$ cat config.mk
export PLATFORM = sky130hd
export DESIGN_NAME = call_display_ctrl
export DESIGN_NICKNAME = d
export VERILOG_FILES = /design/src/rtl/call_display_ctrl.sv
export SDC_FILE = /design/constraint.sdc
export NUM_CORES = 1
export LEC_CHECK = 0
export ABC_AREA = 1
export CAP_MARGIN = 20
export CORE_MARGIN = 3
export CORE_UTILIZATION = 60
export CTS_CLUSTER_DIAMETER = 40
export CTS_CLUSTER_SIZE = 12
export DETAILED_ROUTE_END_ITERATION = 7
export PLACE_DENSITY_LB_ADDON = 0.15
export SLEW_MARGIN = 20
export SYNTH_ARGS = -nofsm -noshare
export SYNTH_HDL_FRONTEND = slang
export SYNTH_SLANG_ARGS = --single-unit
$ cat constraint.sdc
create_clock -name clk -period 3 [get_ports clk]
set_input_delay 0.6 -clock clk [delete_from_list [all_inputs] [get_ports clk]]
set_output_delay 0.6 -clock clk [all_outputs]
set_load 0.005 [all_outputs]
$ cat src/rtl/call_display_ctrl.sv
// call_display_ctrl: buffers counter-call events in a small FIFO and shows each
// one on a 4-digit multiplexed 7-segment display (letter, dash, tens, ones).
// Optional feature macro: CALL_BLINK_EN. When it is defined, the shown call
// blinks on and off every BLINK_DIV cycles. The hold time stays the same.
// All display outputs are registered from next-state values. As a result, an
// and seg line up with the FSM state of the same cycle.
module call_display_ctrl #(
    parameter int DEPTH       = 4,
    parameter int HOLD_CYCLES = 50,
    parameter int SCAN_DIV    = 4
`ifdef CALL_BLINK_EN
    ,
    parameter int BLINK_DIV   = 8
`endif
) (
    input  logic       clk,
    input  logic       rst,
    input  logic       call_valid,
    input  logic [2:0] call_counter,
    input  logic [5:0] call_number,
    output logic       call_ready,
    output logic       busy,
    output logic       drop,
    output logic [3:0] an,
    output logic [6:0] seg
);
    localparam int AW = (DEPTH > 1) ? $clog2(DEPTH) : 1;
    localparam int CW = AW + 1;
    localparam int HW = $clog2(HOLD_CYCLES + 2);
    localparam int SW = $clog2(SCAN_DIV + 1);
    localparam logic [CW-1:0] CNT_ONE  = CW'(1);
    localparam logic [CW-1:0] CNT_FULL = CW'(DEPTH);
    localparam logic [AW-1:0] PTR_ONE  = AW'(1);
    localparam logic [HW-1:0] HOLD_ONE = HW'(1);
    localparam logic [HW-1:0] HOLD_END = HW'(HOLD_CYCLES - 1);
    localparam logic [SW-1:0] SCAN_ONE = SW'(1);
    localparam logic [SW-1:0] SCAN_END = SW'(SCAN_DIV - 1);

    typedef enum logic [1:0] {ST_IDLE, ST_LOAD, ST_SHOW, ST_GAP} state_t;

    // Standard active-low hex font, bit order {g,f,e,d,c,b,a}
    function automatic logic [6:0] hex7(input logic [3:0] v);
        case (v)
            4'h0: hex7 = 7'h40;  4'h1: hex7 = 7'h79;  4'h2: hex7 = 7'h24;  4'h3: hex7 = 7'h30;
            4'h4: hex7 = 7'h19;  4'h5: hex7 = 7'h12;  4'h6: hex7 = 7'h02;  4'h7: hex7 = 7'h78;
            4'h8: hex7 = 7'h00;  4'h9: hex7 = 7'h10;  4'hA: hex7 = 7'h08;  4'hB: hex7 = 7'h03;
            4'hC: hex7 = 7'h46;  4'hD: hex7 = 7'h21;  4'hE: hex7 = 7'h06;  4'hF: hex7 = 7'h0E;
            default: hex7 = 7'h7F;
        endcase
    endfunction

    logic [2:0]    r_mem_id  [DEPTH];
    logic [5:0]    r_mem_num [DEPTH];
    logic [AW-1:0] r_wr_ptr, r_rd_ptr;
    logic [CW-1:0] r_count, w_count_n;
    state_t        r_state, w_state_n;
    logic [HW-1:0] r_hold, w_hold_n;
    logic [SW-1:0] r_scan_cnt, w_scan_cnt_n;
    logic [1:0]    r_idx, w_idx_n;
    logic [2:0]    r_id;
    logic [5:0]    r_num;
    logic [3:0]    r_tens, r_ones, w_div_tens, w_div_ones, w_tens_n, w_ones_n;
    logic [3:0]    r_an, w_an_n;
    logic [6:0]    r_seg, w_seg_n;
    logic          r_ready, r_busy, r_drop;
    logic          w_full, w_empty, w_id_ok, w_push, w_pop, w_drop_n, w_blink_on;

    assign w_full   = (r_count == CNT_FULL);
    assign w_empty  = (r_count == {CW{1'b0}});
    assign w_id_ok  = (call_counter <= 3'd4);
    assign w_push   = call_valid & ~w_full & w_id_ok;
    assign w_pop    = (r_state == ST_IDLE) & ~w_empty;
    assign w_drop_n = call_valid & (w_full | ~w_id_ok);

    // FIFO occupancy: simultaneous push and pop leave the count unchanged
    always_comb begin
        w_count_n = r_count;
        case ({w_push, w_pop})
            2'b10:   w_count_n = r_count + CNT_ONE;
            2'b01:   w_count_n = r_count - CNT_ONE;
            default: w_count_n = r_count;
        endcase
    end

    // FSM next state and the shared hold/gap cycle counter
    always_comb begin
        w_state_n = r_state;
        w_hold_n  = r_hold;
        case (r_state)
            ST_IDLE: begin
                if (w_pop) begin
                    w_state_n = ST_LOAD;
                end else begin
                    w_state_n = ST_IDLE;
                end
                w_hold_n = {HW{1'b0}};
            end
            ST_LOAD: begin
                w_state_n = ST_SHOW;
                w_hold_n  = {HW{1'b0}};
            end
            ST_SHOW: begin
                if (r_hold == HOLD_END) begin
                    w_state_n = ST_GAP;
                    w_hold_n  = {HW{1'b0}};
                end else begin
                    w_hold_n  = r_hold + HOLD_ONE;
                end
            end
            ST_GAP: begin
                if (r_hold == HOLD_ONE) begin
                    w_state_n = ST_IDLE;
                    w_hold_n  = {HW{1'b0}};
                end else begin
                    w_hold_n  = r_hold + HOLD_ONE;
                end
            end
            default: begin
                w_state_n = ST_IDLE;
                w_hold_n  = {HW{1'b0}};
            end
        endcase
    end

    // Free-running digit scan: the index advances once every SCAN_DIV cycles
    always_comb begin
        w_scan_cnt_n = r_scan_cnt;
        w_idx_n      = r_idx;
        if (r_scan_cnt == SCAN_END) begin
            w_scan_cnt_n = {SW{1'b0}};
            w_idx_n      = r_idx + 2'd1;
        end else begin
            w_scan_cnt_n = r_scan_cnt + SCAN_ONE;
        end
    end

    // Decimal split of the 0..63 service number by a compare ladder
    always_comb begin
        w_div_tens = 4'd0;
        if (r_num >= 6'd60)      begin w_div_tens = 4'd6; end
        else if (r_num >= 6'd50) begin w_div_tens = 4'd5; end
        else if (r_num >= 6'd40) begin w_div_tens = 4'd4; end
        else if (r_num >= 6'd30) begin w_div_tens = 4'd3; end
        else if (r_num >= 6'd20) begin w_div_tens = 4'd2; end
        else if (r_num >= 6'd10) begin w_div_tens = 4'd1; end
        else                     begin w_div_tens = 4'd0; end
        w_div_ones = 4'(r_num - (6'(w_div_tens) * 6'd10));
    end

    assign w_tens_n = (r_state == ST_LOAD) ? w_div_tens : r_tens;
    assign w_ones_n = (r_state == ST_LOAD) ? w_div_ones : r_ones;

`ifdef CALL_BLINK_EN
    localparam int BW = $clog2(BLINK_DIV + 1);
    localparam logic [BW-1:0] BLINK_ONE = BW'(1);
    localparam logic [BW-1:0] BLINK_END = BW'(BLINK_DIV - 1);
    logic [BW-1:0] r_blink_cnt, w_blink_cnt_n;
    logic          r_phase, w_phase_n;

    // Blink phase: restarts in the on phase at SHOW entry and toggles every BLINK_DIV cycles
    always_comb begin
        w_blink_cnt_n = r_blink_cnt;
        w_phase_n     = r_phase;
        if ((w_state_n == ST_SHOW) && (r_state != ST_SHOW)) begin
            w_blink_cnt_n = {BW{1'b0}};
            w_phase_n     = 1'b0;
        end else if (r_state == ST_SHOW) begin
            if (r_blink_cnt == BLINK_END) begin
                w_blink_cnt_n = {BW{1'b0}};
                w_phase_n     = ~r_phase;
            end else begin
                w_blink_cnt_n = r_blink_cnt + BLINK_ONE;
            end
        end else begin
            w_blink_cnt_n = {BW{1'b0}};
            w_phase_n     = 1'b0;
        end
    end

    // Blink phase registers
    always_ff @(posedge clk or negedge rst) begin
        if (!rst) begin
            r_blink_cnt <= {BW{1'b0}};
            r_phase     <= 1'b0;
        end else begin
            r_blink_cnt <= w_blink_cnt_n;
            r_phase     <= w_phase_n;
        end
    end

    assign w_blink_on = ~w_phase_n;
`else
    assign w_blink_on = 1'b1;
`endif

    // Next display pattern: a single active digit only while showing, otherwise blank
    always_comb begin
        w_an_n  = 4'hF;
        w_seg_n = 7'h7F;
        if ((w_state_n == ST_SHOW) && w_blink_on) begin
            case (w_idx_n)
                2'd3: begin w_an_n = 4'b0111; w_seg_n = hex7(4'd10 + {1'b0, r_id}); end
                2'd2: begin w_an_n = 4'b1011; w_seg_n = 7'b0111111; end
                2'd1: begin
                    w_an_n  = 4'b1101;
                    w_seg_n = (w_tens_n == 4'd0) ? 7'h7F : hex7(w_tens_n);
                end
                2'd0: begin w_an_n = 4'b1110; w_seg_n = hex7(w_ones_n); end
                default: begin w_an_n = 4'hF; w_seg_n = 7'h7F; end
            endcase
        end else begin
            w_an_n  = 4'hF;
            w_seg_n = 7'h7F;
        end
    end

    // FIFO storage and pointers; a reset drops all pending calls
    always_ff @(posedge clk or negedge rst) begin
        if (!rst) begin
            for (int i = 0; i < DEPTH; i++) begin
                r_mem_id[i]  <= 3'd0;
                r_mem_num[i] <= 6'd0;
            end
            r_wr_ptr <= {AW{1'b0}};
            r_rd_ptr <= {AW{1'b0}};
            r_count  <= {CW{1'b0}};
        end else begin
            if (w_push) begin
                r_mem_id[r_wr_ptr]  <= call_counter;
                r_mem_num[r_wr_ptr] <= call_number;
                r_wr_ptr            <= r_wr_ptr + PTR_ONE;
            end
            if (w_pop) begin
                r_rd_ptr <= r_rd_ptr + PTR_ONE;
            end
            r_count <= w_count_n;
        end
    end

    // FSM state, hold counter, popped call and its decimal digits
    always_ff @(posedge clk or negedge rst) begin
        if (!rst) begin
            r_state <= ST_IDLE;
            r_hold  <= {HW{1'b0}};
            r_id    <= 3'd0;
            r_num   <= 6'd0;
            r_tens  <= 4'd0;
            r_ones  <= 4'd0;
        end else begin
            r_state <= w_state_n;
            r_hold  <= w_hold_n;
            if (w_pop) begin
                r_id  <= r_mem_id[r_rd_ptr];
                r_num <= r_mem_num[r_rd_ptr];
            end
            r_tens <= w_tens_n;
            r_ones <= w_ones_n;
        end
    end

    // Scan counter and registered outputs
    always_ff @(posedge clk or negedge rst) begin
        if (!rst) begin
            r_scan_cnt <= {SW{1'b0}};
            r_idx      <= 2'd0;
            r_an       <= 4'hF;
            r_seg      <= 7'h7F;
            r_ready    <= 1'b1;
            r_busy     <= 1'b0;
            r_drop     <= 1'b0;
        end else begin
            r_scan_cnt <= w_scan_cnt_n;
            r_idx      <= w_idx_n;
            r_an       <= w_an_n;
            r_seg      <= w_seg_n;
            r_ready    <= (w_count_n != CNT_FULL);
            r_busy     <= (w_state_n != ST_IDLE) | (w_count_n != {CW{1'b0}});
            r_drop     <= w_drop_n;
        end
    end

    assign an         = r_an;
    assign seg        = r_seg;
    assign call_ready = r_ready;
    assign busy       = r_busy;
    assign drop       = r_drop;
endmodule

==> summary.md, run 1 <==
| Metric | Value |
|---|---|
| Status | finished, final reports clean |
| CP arrival | 2.93 ns |
| FF+latch count, synth | 87 |
| Hpwl dp | 6.20 mm |
| Largest net degree at the start of global routing | 78 |
| Final period utilization | 0.879 |
| Slew HR | 0.360 |
| Most common cell after layout, fill and taps aside | nand2_1 |
| Post-CTS Setup Bufs | 0 |
| CTS tree | done |
| Setup_tns | 0 ns |
| RSZ-0062 raised after global routing | no |
| CP Cell Sequence | nand2_2 -> nor2_1 -> nor2_1 -> nand2_2 -> nand2_1 -> nand2_1 -> ha_1 -> fa_1 -> xor2_1 -> nand3_2 -> nand3_4 -> nand2_4 -> o21ai_0 -> nand3_1 -> a21oi_1 |
| Layout cells sized above 1 | 0.122 |
| Die Y-Extent | 93.9 um |
| CTS Sinks | 87 |
| Max Cap Viol | 0 |
| Routed length per instance | 13.4 um |
| DR iter-0 viols | 207 |
| Worst setup EP type | flop |
| Syn Area/Cell | 8.43 sq um |
| CP Class | flop to flop |
| Post-Route Utilization | 0.703 |
| # nets final | 614 |
| Crit path required time | 3.29 ns |
| # setup viols final | 0 |
| Hold Path Class | primary input to asynchronous set/reset pin |
| Ant. Diodes | 0 |
| I/O Buffers | 25 |
| R2R Path Start | r_num[3] |
| Vias in the first global route | 3535 |
| Crit-path slowest cell | dfrtp_1 |
| Pleak | 2.50 nW |
| Mapped cell area | 4630 sq um |
| Die Area | 8810 sq um |
| Hold Fails Final Rpt | 0 |
| Grt ovf | 0 |
| Site Rows | 31 |
| Highest clock rate | 379 MHz |
| Total CTS buffers | 9 |
| Fin crit period | 2.64 ns |
| Worst vdd ir | 0.475 mV |
| Setup Skew | 0.0147 ns |
| Pwr dens | 573 nW/um^2 |
| Syn nets | 585 |
| CTS clock-pin slew for the worst setup and hold paths | 0.09 ns |
| Total track usage | 0.226 |
| Clock buffer depth | 2 |
| Buffers & Inverters on Critical Path | 0 |
| Post-synth EDFFs | 0 |
| Final wirelength | 9.11 mm |
| Pins Over Slew Limit | 0 |
| Via density | 5.48 |
| Hold buffer count at cts | 0 |
| Initial antenna violation count | 0 |
| Fin area | 5180 sq um |
| Critical Path Source Type | flop |
| Pre-antenna DRT Iters | 7 |
| Residual DRC | 0 |
| Setup crit start | r_num[3] |
| First-pass GRT wire length | 15.9 mm |
| Initial Utilization | 0.628 |
| Yosys Warn Count | 0 |
| I/O pins | 26 |
| Post-synthesis cell type count | 41 |
| CP Max Fanout | 9 |
| Delay-heaviest family, CP | simple AND/OR/NAND/NOR gates |
| Area Growth Syn to Fin | 11.9% |
| Post-DP Area | 4970 sq um |
| Core area | 7370 sq um |
| Sequential-to-total area share from yosys stat | 0.473 |
| DRT antenna net count | 0 |
| Mapped Cells | 549 |
| Via total after detailed routing | 3736 |
| H-tree depth | 3 |
| Slew @ Worst Pin | 0.960 ns |
| Most used DFF post-synth | dfrtp_1 |
| Die width | 93.9 um |
| Clock Latency Late Sink | 0.37 ns |
| Slowest stage delay, CP | 0.49 ns |
| Most frequent cells in the layout | 121 x nand2_1, 75 x dfrtp_1, 72 x o21ai_0, 55 x nor2_1, 54 x inv_1 |
| RePlAce Congestion | 0.964 |
| Ys async rst share | 1.00 |
| Root buffer cell | clkbuf_8 |
| CTS-repair resized insts | 0 |
==> flip-flops by register name, indices dropped and copies added, names as in the netlist, 2 cells and up <==
name,cells
an,4
r_count,3
r_hold,6
r_id,3
r_idx,2
r_mem_id,12
r_mem_num,24
r_num,6
r_ones,4
r_rd_ptr,2
r_scan_cnt,3
r_state,2
r_tens,4
r_wr_ptr,2
seg,7
==> report_power, final <==
group          switching, mW  total, mW  internal [mW]
Combinational          0.328      0.544          0.216
Clock                  0.457      0.852          0.394
Sequential             0.139       1.57           1.43
Total                  0.925       2.97           2.04
==> per-layer routing <==
metal | vias up | share of wire | global-route usage
met5 | - | 0 | 0
met4 | 0 | 0.023 | 0.0927
met3 | 22 | 0.045 | 0.0353
met2 | 112 | 0.49 | 0.386
met1 | 1755 | 0.44 | 0.287
li1 | 1847 | - | -
==> cell usage after synthesis, types with 2 or more instances <==
cell      instances  area [sq um]
a21oi_1          13          65.1
a31oi_1           5          31.3
buf_6             2          22.5
clkbuf_1          6          22.5
clkbuf_2          4          20.0
clkinv_1          3          11.3
dfrtp_1          75          1880
dfstp_2          12           315
fa_1              2          40.0
ha_1             22           275
inv_1            54           203
inv_2             7          26.3
nand2_1         121           454
nand2_2           8          50.1
nand2_4           3          33.8
nand3_1          30           150
nand3_2           3          30.0
nand3b_1          2          15.0
nand4_1           2          12.5
nor2_1           55           206
nor2_2            3          18.8
nor2_4            2          22.5
nor3_1            2          10.0
o211ai_1          7          52.6
o21ai_0          72           360
o21ai_2           3          26.3
o21ai_4           2          32.5
o22ai_1           7          43.8
o31ai_1           2          15.0
xnor2_1           3          26.3
xor2_1            7          61.3
==> worst register-to-register path, stage by stage (launching register included) <==
cell	delay (ns)
dfrtp_1	0.49
nand2_2	0.14
nor2_1	0.05
nor2_1	0.10
nand2_2	0.09
nand2_1	0.08
nand2_1	0.06
ha_1	0.19
fa_1	0.37
xor2_1	0.22
nand3_2	0.12
nand3_4	0.14
nand2_4	0.09
o21ai_0	0.12
nand3_1	0.13
a21oi_1	0.18
==> per-stage QoR <==
| step | worst slack (ns) | hold WS, ns | total power, mW | std cells |
|---|---|---|---|---|
| final | 0.362 | 0.376 | 2.97 | 682 |
| after global routing | 0.0262 | 0.451 | 3.16 | 682 |
| after CTS | 0.366 | 0.426 | 2.98 | 682 |
| after detailed placement | 0.236 | 0.425 | 2.12 | 666 |
| after global placement | 0.292 | 0.422 | 2.09 | 666 |
| after floorplan | 0.616 | 0.304 | 1.95 | 549 |
==> area by class of cell <==
cell class / instances / area, sq um
flip-flops and latches: 87 / 2190
fillers: 598 / 2190
multi-input cells: 386 / 2130
repair buffers: 30 / 285
inverters: 64 / 240
clock buffers: 9 / 124
well taps: 99 / 124
clock inverters: 7 / 82.6
==> worst paths after layout <==
kind                                  to  slack, ns  depth (start not counted)
setup / recovery                  seg[5]       0.36                         15
hold / removal                 r_hold[1]       0.38                          1
setup reg to reg                  seg[5]       0.36                         15
hold reg to reg            r_scan_cnt[0]       0.44                          1
max in group asynchronous          an[1]       1.83                          2
min in group clk           r_scan_cnt[0]       0.44                          1
==> logic make-up after synthesis <==
logic type | synth area share
buffers and inverters | 0.0659
adder cells (fa/ha/maj) | 0.0681
AO/OA/AOI/OAI | 0.148
AND/OR/NAND/NOR | 0.226
XOR/XNOR | 0.0189
flip-flops | 0.473
Note: power is estimated with default switching activity, not from simulation.
==> run 2, diff against run 1 <==
--- a/config.mk
+++ b/config.mk
@@ -12,6 +12,7 @@
 export CTS_CLUSTER_DIAMETER = 40
 export CTS_CLUSTER_SIZE = 12
 export DETAILED_ROUTE_END_ITERATION = 7
+export GPL_ROUTABILITY_DRIVEN = 0
 export PLACE_DENSITY_LB_ADDON = 0.15
 export SLEW_MARGIN = 20
 export SYNTH_ARGS = -nofsm -noshare
==> results of run 2 <==
Same layout as run 1: the final DEF is identical, and so are final timing and power.
==> run 3, diff against run 2 <==
--- a/config.mk
+++ b/config.mk
@@ -12,8 +12,8 @@
 export CTS_CLUSTER_DIAMETER = 40
 export CTS_CLUSTER_SIZE = 12
 export DETAILED_ROUTE_END_ITERATION = 7
-export GPL_ROUTABILITY_DRIVEN = 0
 export PLACE_DENSITY_LB_ADDON = 0.15
+export SKIP_LAST_GASP = 1
 export SLEW_MARGIN = 20
 export SYNTH_ARGS = -nofsm -noshare
 export SYNTH_HDL_FRONTEND = slang
==> results of run 3 <==
Same layout as run 1: the final DEF is identical, and so are final timing and power.
